<file path="src/rtl/axi_lite_arb_pkg.sv">
// Shared types and constants for the AXI4-Lite requester arbiter.
// FSM encodings are plain localparams so legacy tools see fixed codes.
`timescale 1ns/1ps
package axi_lite_arb_pkg;

  typedef logic [2:0] state_t;

  localparam state_t StIdle   = 3'd0;
  localparam state_t StWrAddr = 3'd1;
  localparam state_t StWrResp = 3'd2;
  localparam state_t StRdAddr = 3'd3;
  localparam state_t StRdData = 3'd4;
  localparam state_t StRsp    = 3'd5;

  localparam logic [1:0] RespOkay   = 2'b00;
  localparam logic [1:0] RespExokay = 2'b01;
  localparam logic [1:0] RespSlverr = 2'b10;
  localparam logic [1:0] RespDecerr = 2'b11;

endpackage

</file>
<file path="src/rtl/rr_arbiter.sv">
// Combinational round-robin arbiter: first request at or after ptr wins.
// Produces a one-hot grant plus an any_grant flag.
`timescale 1ns/1ps
module rr_arbiter #(
  parameter int unsigned N = 2,
  localparam int unsigned PtrW = (N > 1) ? $clog2(N) : 1
) (
  input  logic [N-1:0]    req,
  input  logic [PtrW-1:0] ptr,
  output logic [N-1:0]    grant,
  output logic            any_grant
);

  always_comb begin
    int unsigned idx;
    grant     = '0;
    any_grant = 1'b0;
    idx       = 0;
    for (int unsigned i = 0; i < N; i++) begin
      // Walk the ring starting at ptr, wrapping past N-1.
      idx = 32'(ptr) + i;
      if (idx >= N) begin
        idx = idx - N;
      end
      for (int unsigned j = 0; j < N; j++) begin
        if (j == idx && req[j] && !any_grant) begin
          grant[j]  = 1'b1;
          any_grant = 1'b1;
        end
      end
    end
  end

endmodule

</file>
<file path="src/rtl/axi_lite_req_arbiter.sv">
// Shares one AXI4-Lite subordinate between NUM_REQ single-word requesters.
// Round-robin grant, one transaction outstanding, one-cycle response pulse.
`timescale 1ns/1ps
module axi_lite_req_arbiter
  import axi_lite_arb_pkg::*;
#(
  parameter int unsigned NUM_REQ = 2,
  parameter int unsigned ADDR_W  = 32,
  parameter int unsigned DATA_W  = 32
) (
  input  logic                      clk,
  input  logic                      resetn,

  input  logic [NUM_REQ-1:0]        req_valid,
  input  logic [NUM_REQ-1:0]        req_write,
  input  logic [NUM_REQ*ADDR_W-1:0] req_addr,
  input  logic [NUM_REQ*DATA_W-1:0] req_wdata,
  output logic [NUM_REQ-1:0]        req_ready,
  output logic [NUM_REQ-1:0]        rsp_valid,
  output logic [DATA_W-1:0]         rsp_rdata,
  output logic [1:0]                rsp_resp,

  output logic [ADDR_W-1:0]         m_axi_awaddr,
  output logic                      m_axi_awvalid,
  input  logic                      m_axi_awready,
  output logic [DATA_W-1:0]         m_axi_wdata,
  output logic                      m_axi_wvalid,
  input  logic                      m_axi_wready,
  input  logic [1:0]                m_axi_bresp,
  input  logic                      m_axi_bvalid,
  output logic                      m_axi_bready,

  output logic [ADDR_W-1:0]         m_axi_araddr,
  output logic                      m_axi_arvalid,
  input  logic                      m_axi_arready,
  input  logic [DATA_W-1:0]         m_axi_rdata,
  input  logic [1:0]                m_axi_rresp,
  input  logic                      m_axi_rvalid,
  output logic                      m_axi_rready
);

  localparam int unsigned PtrW = $clog2(NUM_REQ);

  state_t              state_q, state_d;
  logic [PtrW-1:0]     ptr_q, ptr_d;
  logic [PtrW-1:0]     win_idx;
  logic [NUM_REQ-1:0]  grant_q, grant;
  logic                any_grant;
  logic                accept;

  logic                sel_write;
  logic [ADDR_W-1:0]   sel_addr, addr_q;
  logic [DATA_W-1:0]   sel_wdata, wdata_q;

  logic                awvalid_q, wvalid_q, arvalid_q;
  logic [DATA_W-1:0]   rdata_q;
  logic [1:0]          resp_q;

  rr_arbiter #(
    .N (NUM_REQ)
  ) u_rr_arbiter (
    .req       (req_valid),
    .ptr       (ptr_q),
    .grant     (grant),
    .any_grant (any_grant)
  );

  // Grant only matters in idle; elsewhere requesters simply wait.
  assign accept    = (state_q == StIdle) && any_grant;
  assign req_ready = accept ? grant : '0;

  always_comb begin
    sel_write = 1'b0;
    sel_addr  = '0;
    sel_wdata = '0;
    win_idx   = '0;
    for (int unsigned j = 0; j < NUM_REQ; j++) begin
      if (grant[j]) begin
        sel_write = req_write[j];
        sel_addr  = req_addr[j*ADDR_W +: ADDR_W];
        sel_wdata = req_wdata[j*DATA_W +: DATA_W];
        win_idx   = PtrW'(j);
      end
    end
    ptr_d = (win_idx == PtrW'(NUM_REQ - 1)) ? '0 : win_idx + 1'b1;
  end

  always_comb begin
    state_d = state_q;
    unique case (state_q)
      StIdle: begin
        if (any_grant) begin
          state_d = sel_write ? StWrAddr : StRdAddr;
        end
      end
      StWrAddr: begin
        // AW and W complete independently; move on once neither is pending.
        if ((!awvalid_q || m_axi_awready) && (!wvalid_q || m_axi_wready)) begin
          state_d = StWrResp;
        end
      end
      StWrResp: begin
        if (m_axi_bvalid) begin
          state_d = StRsp;
        end
      end
      StRdAddr: begin
        if (m_axi_arready) begin
          state_d = StRdData;
        end
      end
      StRdData: begin
        if (m_axi_rvalid) begin
          state_d = StRsp;
        end
      end
      StRsp: begin
        state_d = StIdle;
      end
      default: begin
        state_d = StIdle;
      end
    endcase
  end

  always_ff @(posedge clk or negedge resetn) begin
    if (!resetn) begin
      state_q   <= StIdle;
      ptr_q     <= '0;
      grant_q   <= '0;
      addr_q    <= '0;
      wdata_q   <= '0;
      awvalid_q <= 1'b0;
      wvalid_q  <= 1'b0;
      arvalid_q <= 1'b0;
      rdata_q   <= '0;
      resp_q    <= '0;
    end else begin
      state_q <= state_d;
      if (accept) begin
        ptr_q     <= ptr_d;
        grant_q   <= grant;
        addr_q    <= sel_addr;
        wdata_q   <= sel_wdata;
        awvalid_q <= sel_write;
        wvalid_q  <= sel_write;
        arvalid_q <= !sel_write;
      end
      if (awvalid_q && m_axi_awready) begin
        awvalid_q <= 1'b0;
      end
      if (wvalid_q && m_axi_wready) begin
        wvalid_q <= 1'b0;
      end
      if (arvalid_q && m_axi_arready) begin
        arvalid_q <= 1'b0;
      end
      if (state_q == StWrResp && m_axi_bvalid) begin
        rdata_q <= '0;
        resp_q  <= m_axi_bresp;
      end
      if (state_q == StRdData && m_axi_rvalid) begin
        rdata_q <= m_axi_rdata;
        resp_q  <= m_axi_rresp;
      end
    end
  end

  assign m_axi_awaddr  = addr_q;
  assign m_axi_awvalid = awvalid_q;
  assign m_axi_wdata   = wdata_q;
  assign m_axi_wvalid  = wvalid_q;
  assign m_axi_bready  = (state_q == StWrResp);
  assign m_axi_araddr  = addr_q;
  assign m_axi_arvalid = arvalid_q;
  assign m_axi_rready  = (state_q == StRdData);

  assign rsp_valid = (state_q == StRsp) ? grant_q : '0;
  assign rsp_rdata = rdata_q;
  assign rsp_resp  = resp_q;

endmodule

</file>
<file path="config.mk">
export PLATFORM = sky130hd
export DESIGN_NAME = axi_lite_req_arbiter
export DESIGN_NICKNAME = d
export VERILOG_FILES = /design/src/rtl/axi_lite_arb_pkg.sv /design/src/rtl/rr_arbiter.sv /design/src/rtl/axi_lite_req_arbiter.sv
export SDC_FILE = /design/constraint.sdc
export NUM_CORES = 1
export LEC_CHECK = 0
export CORE_MARGIN = 2
export CORE_UTILIZATION = 30
export CTS_CLUSTER_DIAMETER = 150
export DETAILED_ROUTE_END_ITERATION = 6
export GPL_ROUTABILITY_DRIVEN = 0
export HOLD_SLACK_MARGIN = 0.05
export PLACE_DENSITY = 0.75
export SETUP_SLACK_MARGIN = 0.3
export SYNTH_ARGS = -nofsm -noshare
export SYNTH_HDL_FRONTEND = slang
export SYNTH_SLANG_ARGS = --single-unit
</file>
<file path="constraint.sdc">
create_clock -name clk -period 2.58 [get_ports clk]
set_input_delay 0.516 -clock clk [delete_from_list [all_inputs] [get_ports clk]]
set_output_delay 0.516 -clock clk [all_outputs]
set_load 0.02 [all_outputs]
</file>
==> flow_summary_export.csv, run 1 <==
group,metric,value,unit
flow_run,maxCapViolCount,0,
global_route,use_met3,5.41,%
route,vias_per_cell,4.70,
cells_and_area,mostFrequentLayoutCells,"clkdlybuf4s50_1, nand2_1, dfrtp_1",
logic_synthesis,yosysWarnings,0,
setup_path,arrival,1.70,ns
logic_synthesis,syn-cell-area,4720,sq um
setup_path,reg2reg_to,"m_axi_wdata[22]$_DFFE_PN0P_",
cells_and_area,n_antenna_cell,0,
placement,placed_area,7880,sq um
floorplanning,start_util,30.8,%
route,route.detailed.drc,0,
timing,fin_crit,2.21,ns
timing,finalCritPeriodShare,85.8,%
clocking,clkLatencyLatePin,0.34,ns
timing,slew_headroom,66.7,%
timing,max_freq,452,MHz
timing,setup_violations,0,
pwr,p_leak,0.00361,uW
cells_and_area,fin_cells,943,
pwr,p_per_area,1180,nW/um^2
global_route,grt_antenna_before_repair,0,
floorplanning,rows,45,
outcome,status,"complete, no violations",
global_route,grt_usage,18.2,%
logic_synthesis,synth_cell_type_count,35,
logic_synthesis,ys_seq_area_share,56.7,%
route,drt-pass1-iter-count,4,
global_route,overflow,0,
cells_and_area,finish.net_count,903,
logic_synthesis,synth_fp_nets,625,
cells_and_area,layout_commonest_cell,"clkdlybuf4s50_1",
timing,finalHoldViolations,0,
global_route,grt_pass1_wl,23.5,mm
timing,clock_skew,0.00856,ns
global_route,first_global_vias,4505,
setup_path,critPathCaptureType,"output port",
route,post_drt_wl_per_cell,16.6,microns
logic_synthesis,ys_ff_latch,107,
timing,drv_slew,0,
route,antenna_left,0,
route,drt_iter0_drc,150,
clocking,ctsRootBufferMaster,"clkbuf_16",
clocking,cts_made_buffers,9,
global_route,grt_max_degree,43,
setup_path,r2r_slack,0.69,ns
route,drt_wl_total,15.6,mm
floorplanning,io_pins,314,
placement,dp_hpwl,11.6,mm
cells_and_area,syn2layout_area_growth,72.2,%
cells_and_area,final_area,8140,sq um
global_route,grt_util_met1,20.5,%
timing,rsz0062_at_grt,"false",
placement,portBuffers,313,
clocking,clockBufferDepth,2,
placement,dp.cells,928,
floorplanning,die_w,129,microns
worst_hold_path,worst_hold_path_type,"primary input to async pin",
floorplanning,die_y,129,microns
global_route,top_usage_layer,"met2",
clocking,cts.sinks,107,
global_route,use_met2,32.2,%
setup_path,rr_startpoint,"state_q[1]$_DFFE_PN0P_",
setup_path,required,2.06,ns
placement,pre_cts_ws,-0.118,ns
setup_path,start_kind,"primary input",
floorplanning,core_area,15300,sq um
timing,worstMarginPinSlew,0.499,ns
clocking,htreeDepth,3,
logic_synthesis,synth_area_per_cell,10.5,sq um
timing,worst_slack,0.366,ns
pwr,total_power,9610,uW
setup_path,rr_worst_depth,5,
route,vias,4428,
pwr,ir_worst_vdd,0.593,mV
clocking,tritoncts,"yes",
setup_path,crit_type,"primary input to output port",
logic_synthesis,syn_inst,450,
setup_path,critPathMaxFanout,2,
floorplanning,dieArea,16800,sq um
clocking,clk_pin_slew,0.07,ns
cells_and_area,drive_above_1_share,6.28,%
-- power breakdown --
group | switching, uW | internal, uW
sequential | 551 | 2460
clock | 599 | 651
combinational | 2690 | 2650
total | 3840 | 5760
-- metal layers --
| metal | routed length [microns] | share of wire, % |
|---|---|---|
| met2 | 7880 | 50 |
| met5 | 0 | 0 |
| met3 | 1390 | 8.9 |
| met4 | 339 | 2.2 |
| met1 | 6010 | 38 |
-- cell usage after synthesis --
cell / number / share of area (%)
o21a_1: 2 / 0.32
a21boi_0: 1 / 0.16
nor3b_1: 2 / 0.32
a22oi_1: 65 / 10
nor2_1: 5 / 0.40
or3_1: 1 / 0.13
nor3_1: 1 / 0.11
nand2_1: 134 / 11
buf_4: 43 / 6.8
nor3b_2: 1 / 0.26
a21o_1: 2 / 0.32
o32ai_1: 1 / 0.19
a22o_1: 32 / 5.9
o21ai_0: 5 / 0.53
and3_1: 2 / 0.26
mux2_2: 2 / 0.48
o21ai_1: 2 / 0.21
a21bo_2: 1 / 0.21
inv_1: 3 / 0.24
nor4_2: 1 / 0.26
nor3_2: 1 / 0.21
nor2b_1: 6 / 0.79
nor3b_4: 1 / 0.40
o21bai_1: 1 / 0.16
buf_6: 3 / 0.71
dfrtp_1: 107 / 57
mux2i_1: 2 / 0.42
and2_2: 1 / 0.16
buf_2: 6 / 0.64
nand2b_1: 1 / 0.13
o2111ai_2: 1 / 0.32
a21oi_1: 2 / 0.21
nand3_1: 1 / 0.11
clkbuf_1: 10 / 0.79
nor2_2: 1 / 0.13
-- metrics by stage --
stage	hold WS, ns	setup TNS (ns)	util (%)
after floorplan	0.220	0	-
after global placement	0.457	-0.116	51.4
after detailed placement	0.466	-0.118	51.4
after CTS	0.137	0	53.1
after global routing	0.160	0	53.1
final	0.138	0	53.1
-- kinds of logic (layout without fill, tap and decap cells) --
group,Yosys count,in the layout,synth area share (%)
and+or+nand+nor,159,159,14.3
AOI/OAI and AO/OA,115,115,18.9
DFF,107,107,56.7
buffers and inverters,65,347,9.22
muxes,4,4,0.900
-- how the worst max path moves through the flow --
stage                                      start                         to  depth (start not counted)
after floorplan           state_q[2]$_DFFE_PN0P_  rsp_rdata[10]$_DFFE_PN0P_                          6
after global placement              req_valid[0]               req_ready[0]                          5
after detailed placement            req_valid[0]               req_ready[0]                          5
final                               req_valid[0]               req_ready[0]                          5
after global routing                req_valid[0]               req_ready[0]                          5
after CTS                           req_valid[0]               req_ready[0]                          5
-- sequential cells by signal, indices dropped and copies added (netlist names) --
name and count:
grant_q 2, rsp_resp 2, m_axi_wdata 32, state_q 3, rsp_rdata 32, ptr_q 1, m_axi_wvalid 1, m_axi_arvalid 1
m_axi_awvalid 1, m_axi_araddr 32
-- critical path, cell delays in order --
cell             delay, ns
clkdlybuf4s50_1       0.47
a21bo_2               0.25
nor4_4                0.15
buf_4                 0.17
buf_4                 0.14
-- final cells by class --
class / count / area, sq um
clock inverter: 4 / 26.3
multi-input combinational: 278 / 1640
timing repair buffer: 329 / 3280
sequential: 107 / 2680
tap: 211 / 264
clock buffer: 11 / 233
inverter: 3 / 11.3
fill: 1431 / 7180
-- repair_timing --
item	4_1_cts	5_1_grt
endpoints found under the setup margin	5	2
hold buffers	0	0
buffers inserted	0	0
gates cloned	0	0
gates resized for setup	7	5
No activity file was read; power rests on OpenSTA's default activity.
==> inputs of run 2 (changes only) <==
Settings changed: ABC_CLOCK_PERIOD_IN_PS set to 2580, RECOVER_POWER set to 50, REMOVE_ABC_BUFFERS set to 1.
==> run 2 against run 1 <==
The flow now finishes with violations (capacitance limit, slew limit). Flip-flop and latch count is the same. Count of clock-buffer cells in the layout shrank 1. Die area is the same. Via count shrank 0.72%. Final cell count shrank 0.32%. Sequential share of layout area grew 0.14 points. Worst setup slack lost 0.046 ns. Worst hold slack gained 0.34 ns. Clock power grew 9%. Wire length grew 1.2%. Largest cell class unchanged. Largest power group unchanged.
==> flow_summary_export.csv, run 2 (synthesis gave the netlist of run 1 again) <==
group,metric,value,unit
pwr,ir_worst_vdd,0.491,mV
worst_hold_path,min-delay-start,"grant_q[0]$_DFFE_PN0P_",
floorplanning,core_area,15300,sq um
pwr,p_leak,0.00359,uW
timing,rsz0062_at_grt,"false",
setup_path,rr_startpoint,"state_q[1]$_DFFE_PN0P_",
placement,portBuffers,313,
clocking,clk_pin_slew,0.07,ns
global_route,grt_max_degree,54,
timing,finalCritPeriodShare,87.6,%
cells_and_area,n_antenna_cell,0,
cells_and_area,mostFrequentLayoutCells,"clkdlybuf4s50_1, nand2_1, dfrtp_1",
outcome,status,"finished with violations",
pwr,p_per_area,1200,nW/um^2
clocking,tritoncts,"yes",
clocking,clkLatencyLatePin,0.34,ns
clocking,cts.sinks,107,
setup_path,crit_type,"primary input to flip-flop",
timing,setup_violations,0,
timing,max_freq,443,MHz
pwr,seqPwrFrac,31.2,%
route,post_drt_wl_per_cell,16.8,microns
floorplanning,start_util,30.8,%
global_route,grt_usage,18.2,%
floorplanning,die_y,129,microns
floorplanning,dieArea,16800,sq um
worst_hold_path,worst_hold_path_type,"flip-flop to flip-flop",
cells_and_area,finish.net_count,900,
setup_path,required,2.86,ns
pwr,p_sw,3860,uW
flow_run,maxCapViolCount,1,
route,vias_per_cell,4.68,
timing,worst_slack,0.320,ns
global_route,first_global_vias,4345,
route,antenna_left,0,
cells_and_area,layout_commonest_cell,"clkdlybuf4s50_1",
clocking,clockBufferDepth,2,
outcome,violations,"capacitance limit, slew limit",
setup_path,arrival,2.54,ns
pwr,intPower,5840,uW
setup_path,critPathCaptureType,"flip-flop",
floorplanning,die_w,129,microns
pwr,p_clk_share,14.0,%
route,route.detailed.drc,0,
route,drt-pass1-iter-count,5,
pwr,power_frac_comb,54.8,%
cells_and_area,n_fill_cell,1428,
setup_path,start_kind,"primary input",
cells_and_area,seq_area,2680,sq um
timing,slew_headroom,-27.8,%
setup_path,critPathMaxFanout,15,
clocking,ctsRootBufferMaster,"clkbuf_16",
placement,pre_cts_ws,0.201,ns
route,drt_wl_total,15.8,mm
floorplanning,rows,45,
cells_and_area,syn2layout_area_growth,71.5,%
timing,clock_skew,0.00675,ns
timing,fin_crit,2.26,ns
route,drt_iter0_drc,217,
pwr,total_power,9700,uW
setup_path,startpoint,"req_valid[0]",
placement,dp_hpwl,11.7,mm
route,vias,4396,
clocking,htreeDepth,3,
timing,holdWs,0.478,ns
timing,drv_slew,34,
clocking,cts_made_buffers,9,
cells_and_area,fin_util,52.9,%
timing,finalHoldViolations,0,
global_route,grt_pass1_wl,23.4,mm
floorplanning,io_pins,314,
global_route,grt_antenna_before_repair,0,
cells_and_area,drive_above_1_share,4.94,%
pwr,p_sw_share,39.8,%
cells_and_area,multi_input_area,1630,sq um
timing,worstMarginPinSlew,1.92,ns
global_route,overflow,0,
-- run 2: cell count changes in the layout (fill, tap and decap cells not counted), sizes merged --
| cell | previous run | this run |
|---|---|---|
| dlygate4sd2 | 4 | 6 |
| clkdlybuf4s50 | 306 | 304 |
| bufinv | 0 | 1 |
| inv | 4 | 3 |
| clkinvlp | 1 | 2 |
| clkbuf | 11 | 17 |
| buf | 19 | 9 |
-- run 2: path summary, 6_finish.rpt --
path | to | slack (ns) | depth (start not counted)
min reg2reg | grant_q[0]$_DFFE_PN0P_ | 0.48 | 1
max | m_axi_wdata[11]$_DFFE_PN0P_ | 0.32 | 7
min | grant_q[0]$_DFFE_PN0P_ | 0.48 | 1
max in group asynchronous | m_axi_araddr[1]$_DFFE_PN0P_ | 0.70 | 2
max reg2reg | rsp_rdata[10]$_DFFE_PN0P_ | 0.44 | 5
min in group asynchronous | rsp_rdata[7]$_DFFE_PN0P_ | 0.69 | 1
-- run 2: critical path: stages --
cell and delay, ns:
dlygate4sd2_1 0.30, a21bo_1 0.28, nor4_4 0.31, clkbuf_1 0.20
clkbuf_1 0.62, a22oi_1 0.20, nand2_1 0.10
-- run 2: repair_timing --
item                       CTS  global route
hold buffers                 0             0
pin swaps                    1             0
setup endpoints to repair    6             1
resized for setup            9             1
setup buffers                2             0
-- run 2: metal layers --
layer	routed length (microns)	part of all wire [%]	up-vias	GRT usage (%)
met5	0	0	-	0
met4	469	3.0	0	8.60
met3	959	6.1	26	3.43
met2	7820	49	154	29.6
met1	6560	41	2128	23.5
li1	-	-	2088	-
-- run 2: metrics by stage --
step / area (sq um) / setup TNS (ns) / cells
after floorplan: 4300 / -113.33 / 388
after global placement: 7850 / 0 / 923
after detailed placement: 7850 / 0 / 923
after CTS: 8140 / 0 / 940
after global routing: 8100 / 0 / 940
final: 8100 / 0 / 940
-- run 2: layout make-up --
class                      count  share of cell area, %
sequential                   107                   33.1
clock inverter                 5                  0.680
timing repair buffer         326                   40.0
tap                          211                   3.26
multi-input combinational    278                   20.1
inverter                       3                  0.139
clock buffer                  10                   2.83
-- run 2: power by group through the flow --
stage	logic [uW]	registers [uW]	clock network, uW
finish	5320	3030	1360
global route	5680	3140	1460
CTS	5420	3030	1400
detailed placement	5410	3040	0
global placement	5350	3030	0
floorplan	1400	4160	0
==> inputs of run 3 (changes only) <==
Settings changed: SETUP_SLACK_MARGIN 0.3 to 0.02.
==> run 3 against run 2 <==
The flow still finishes with violations (capacitance limit, slew limit). Final cell count is 0.21% lower. Worst setup slack worse by 0.16 ns. Combinational power is 2% lower. Maximum frequency is 6.4% lower. Via count is 0.36% lower. Highest routed layer unchanged. Count of clock-buffer cells in the layout stayed put.
==> flow_summary_export.csv, run 3 (synthesis gave the netlist of run 1 again) <==
group,metric,value,unit
route,drt_wl_total,15.7,mm
route,routed.top_layer,"met4",
clocking,cts.sinks,107,
setup_path,startpoint,"req_valid[1]",
route,antenna_left,0,
timing,finalCritPeriodShare,93.6,%
route,drt-pass1-iter-count,4,
clocking,tritoncts,"yes",
pwr,total_power,9550,uW
outcome,violations,"capacitance limit, slew limit",
cells_and_area,layout_commonest_cell,"clkdlybuf4s50_1",
timing,finalHoldViolations,0,
setup_path,start_kind,"primary input",
cells_and_area,drive_above_1_share,4.81,%
timing,max_freq,414,MHz
timing,fin_crit,2.42,ns
global_route,overflow,0,
timing,rsz0062_at_grt,"false",
timing,slew_headroom,-24.8,%
setup_path,endpoint,"req_ready[0]",
setup_path,crit_type,"primary input to output port",
clocking,cts_made_buffers,9,
pwr,power_frac_comb,54.4,%
route,wl_met2,7.80,mm
placement,placed_area,7850,sq um
clocking,clockBufferDepth,2,
clocking,ctsRootBufferMaster,"clkbuf_16",
floorplanning,dieArea,16800,sq um
placement,portBuffers,313,
pwr,intPower,5720,uW
outcome,status,"finished with violations",
route,route.detailed.drc,0,
global_route,grt_antenna_before_repair,0,
timing,worstMarginPinSlew,1.87,ns
pwr,seqPwrFrac,31.4,%
route,route.met3.wl,949,microns
clocking,postCtsResizedCells,0,
setup_path,reg2reg_to,"rsp_resp[0]$_DFFE_PN0P_",
floorplanning,start_util,30.8,%
route,vias_per_cell,4.67,
timing,drv_slew,34,
pwr,p_sw,3830,uW
setup_path,cp_slowest_stage_delay,0.62,ns
route,met1_length,6.50,mm
setup_path,arrival,1.90,ns
global_route,grt_usage,18.2,%
floorplanning,die_w,129,microns
setup_path,critPathCaptureType,"output port",
pwr,p_leak,0.00367,uW
global_route,grt_max_degree,54,
setup_path,critPathMaxFanout,5,
floorplanning,io_pins,314,
clocking,clkLatencyLatePin,0.34,ns
pwr,ir_worst_vdd,0.490,mV
setup_path,r2r_slack,0.50,ns
floorplanning,core_area,15300,sq um
timing,setup_violations,0,
clocking,post_cts_buffers,0,
setup_path,cp_slowest_cell,"dlygate4sd3_1",
timing,worst_slack,0.165,ns
pwr,p_per_area,1180,nW/um^2
setup_path,required,2.06,ns
worst_hold_path,worst_hold_path_type,"flip-flop to flip-flop",
pwr,p_clk_share,14.2,%
setup_path,rr_worst_depth,4,
timing,clock_skew,0.00693,ns
pwr,p_sw_share,40.1,%
floorplanning,rows,45,
clocking,cts_hold_buf,0,
cells_and_area,final_area,8100,sq um
clocking,clk_pin_slew,0.07,ns
cells_and_area,fin_util,52.9,%
global_route,grt_pass1_wl,23.4,mm
route,post_drt_wl_per_cell,16.8,microns
placement,pre_cts_ws,0.201,ns
global_route,first_global_vias,4335,
cells_and_area,mostFrequentLayoutCells,"clkdlybuf4s50_1, nand2_1, dfrtp_1",
worst_hold_path,min-delay-start,"grant_q[0]$_DFFE_PN0P_",
timing,holdWs,0.478,ns
flow_run,maxCapViolCount,1,
setup_path,cp_cell_sequence,"dlygate4sd3_1, a21bo_2, nor4_4, buf_4",
setup_path,rr_startpoint,"state_q[1]$_DFFE_PN0P_",
cells_and_area,n_antenna_cell,0,
floorplanning,die_y,129,microns
route,vias,4380,
route,drt_iter0_drc,232,
cells_and_area,finish.net_count,898,
clocking,htreeDepth,3,
placement,dp_hpwl,11.7,mm
cells_and_area,syn2layout_area_growth,71.5,%
==> run 3: worst min-delay path by stage <==
stage | end | slack (ns) | depth (start not counted)
6_report | grant_q[0]$_DFFE_PN0P_ | 0.48 | 1
3_5_place_dp | grant_q[0]$_DFFE_PN0P_ | 0.46 | 1
2_1_floorplan | grant_q[0]$_DFFE_PN0P_ | 0.22 | 0
3_3_place_gp | grant_q[0]$_DFFE_PN0P_ | 0.46 | 1
5_1_grt | grant_q[0]$_DFFE_PN0P_ | 0.51 | 1
4_1_cts | rsp_rdata[7]$_DFFE_PN0P_ | 0.12 | 1
==> run 3: final cells by class <==
cell class,count,area [sq um]
Clock inverter,5,55.1
Clock buffer,10,229
Tap cell,211,264
Multi-Input combinational cell,278,1620
Sequential cell,107,2680
Inverter,3,11.3
Timing Repair Buffer,324,3250
Fill cell,1420,7210
==> run 3: power groups by stage <==
stage                     clock network (uW)  registers (uW)  logic (uW)
after CTS                               1400            3030        5420
after detailed placement                   0            3040        5410
after floorplan                            0            4160        1400
after global placement                     0            3030        5350
final                                   1350            3000        5200
after global routing                    1460            3110        5570
==> run 3: routing by layer <==
layer	track usage (%)	vias to the layer above
met5	0	-
met4	8.60	0
met3	3.43	26
met2	29.5	151
met1	23.5	2117
li1	-	2086
==> run 3: critical path: cells and delay by family <==
family,cells,cell delay (ns)
simple gates,1,0.26
compound gates,1,0.27
buf+inv,2,0.85
==> run 3: metrics by stage <==
| stage | instances | TNS, ns |
|---|---|---|
| 2_1_floorplan | 388 | -113.33 |
| 6_report | 938 | 0 |
| 5_1_grt | 938 | 0 |
| 3_3_place_gp | 923 | 0 |
| 3_5_place_dp | 923 | 0 |
| 4_1_cts | 938 | 0 |
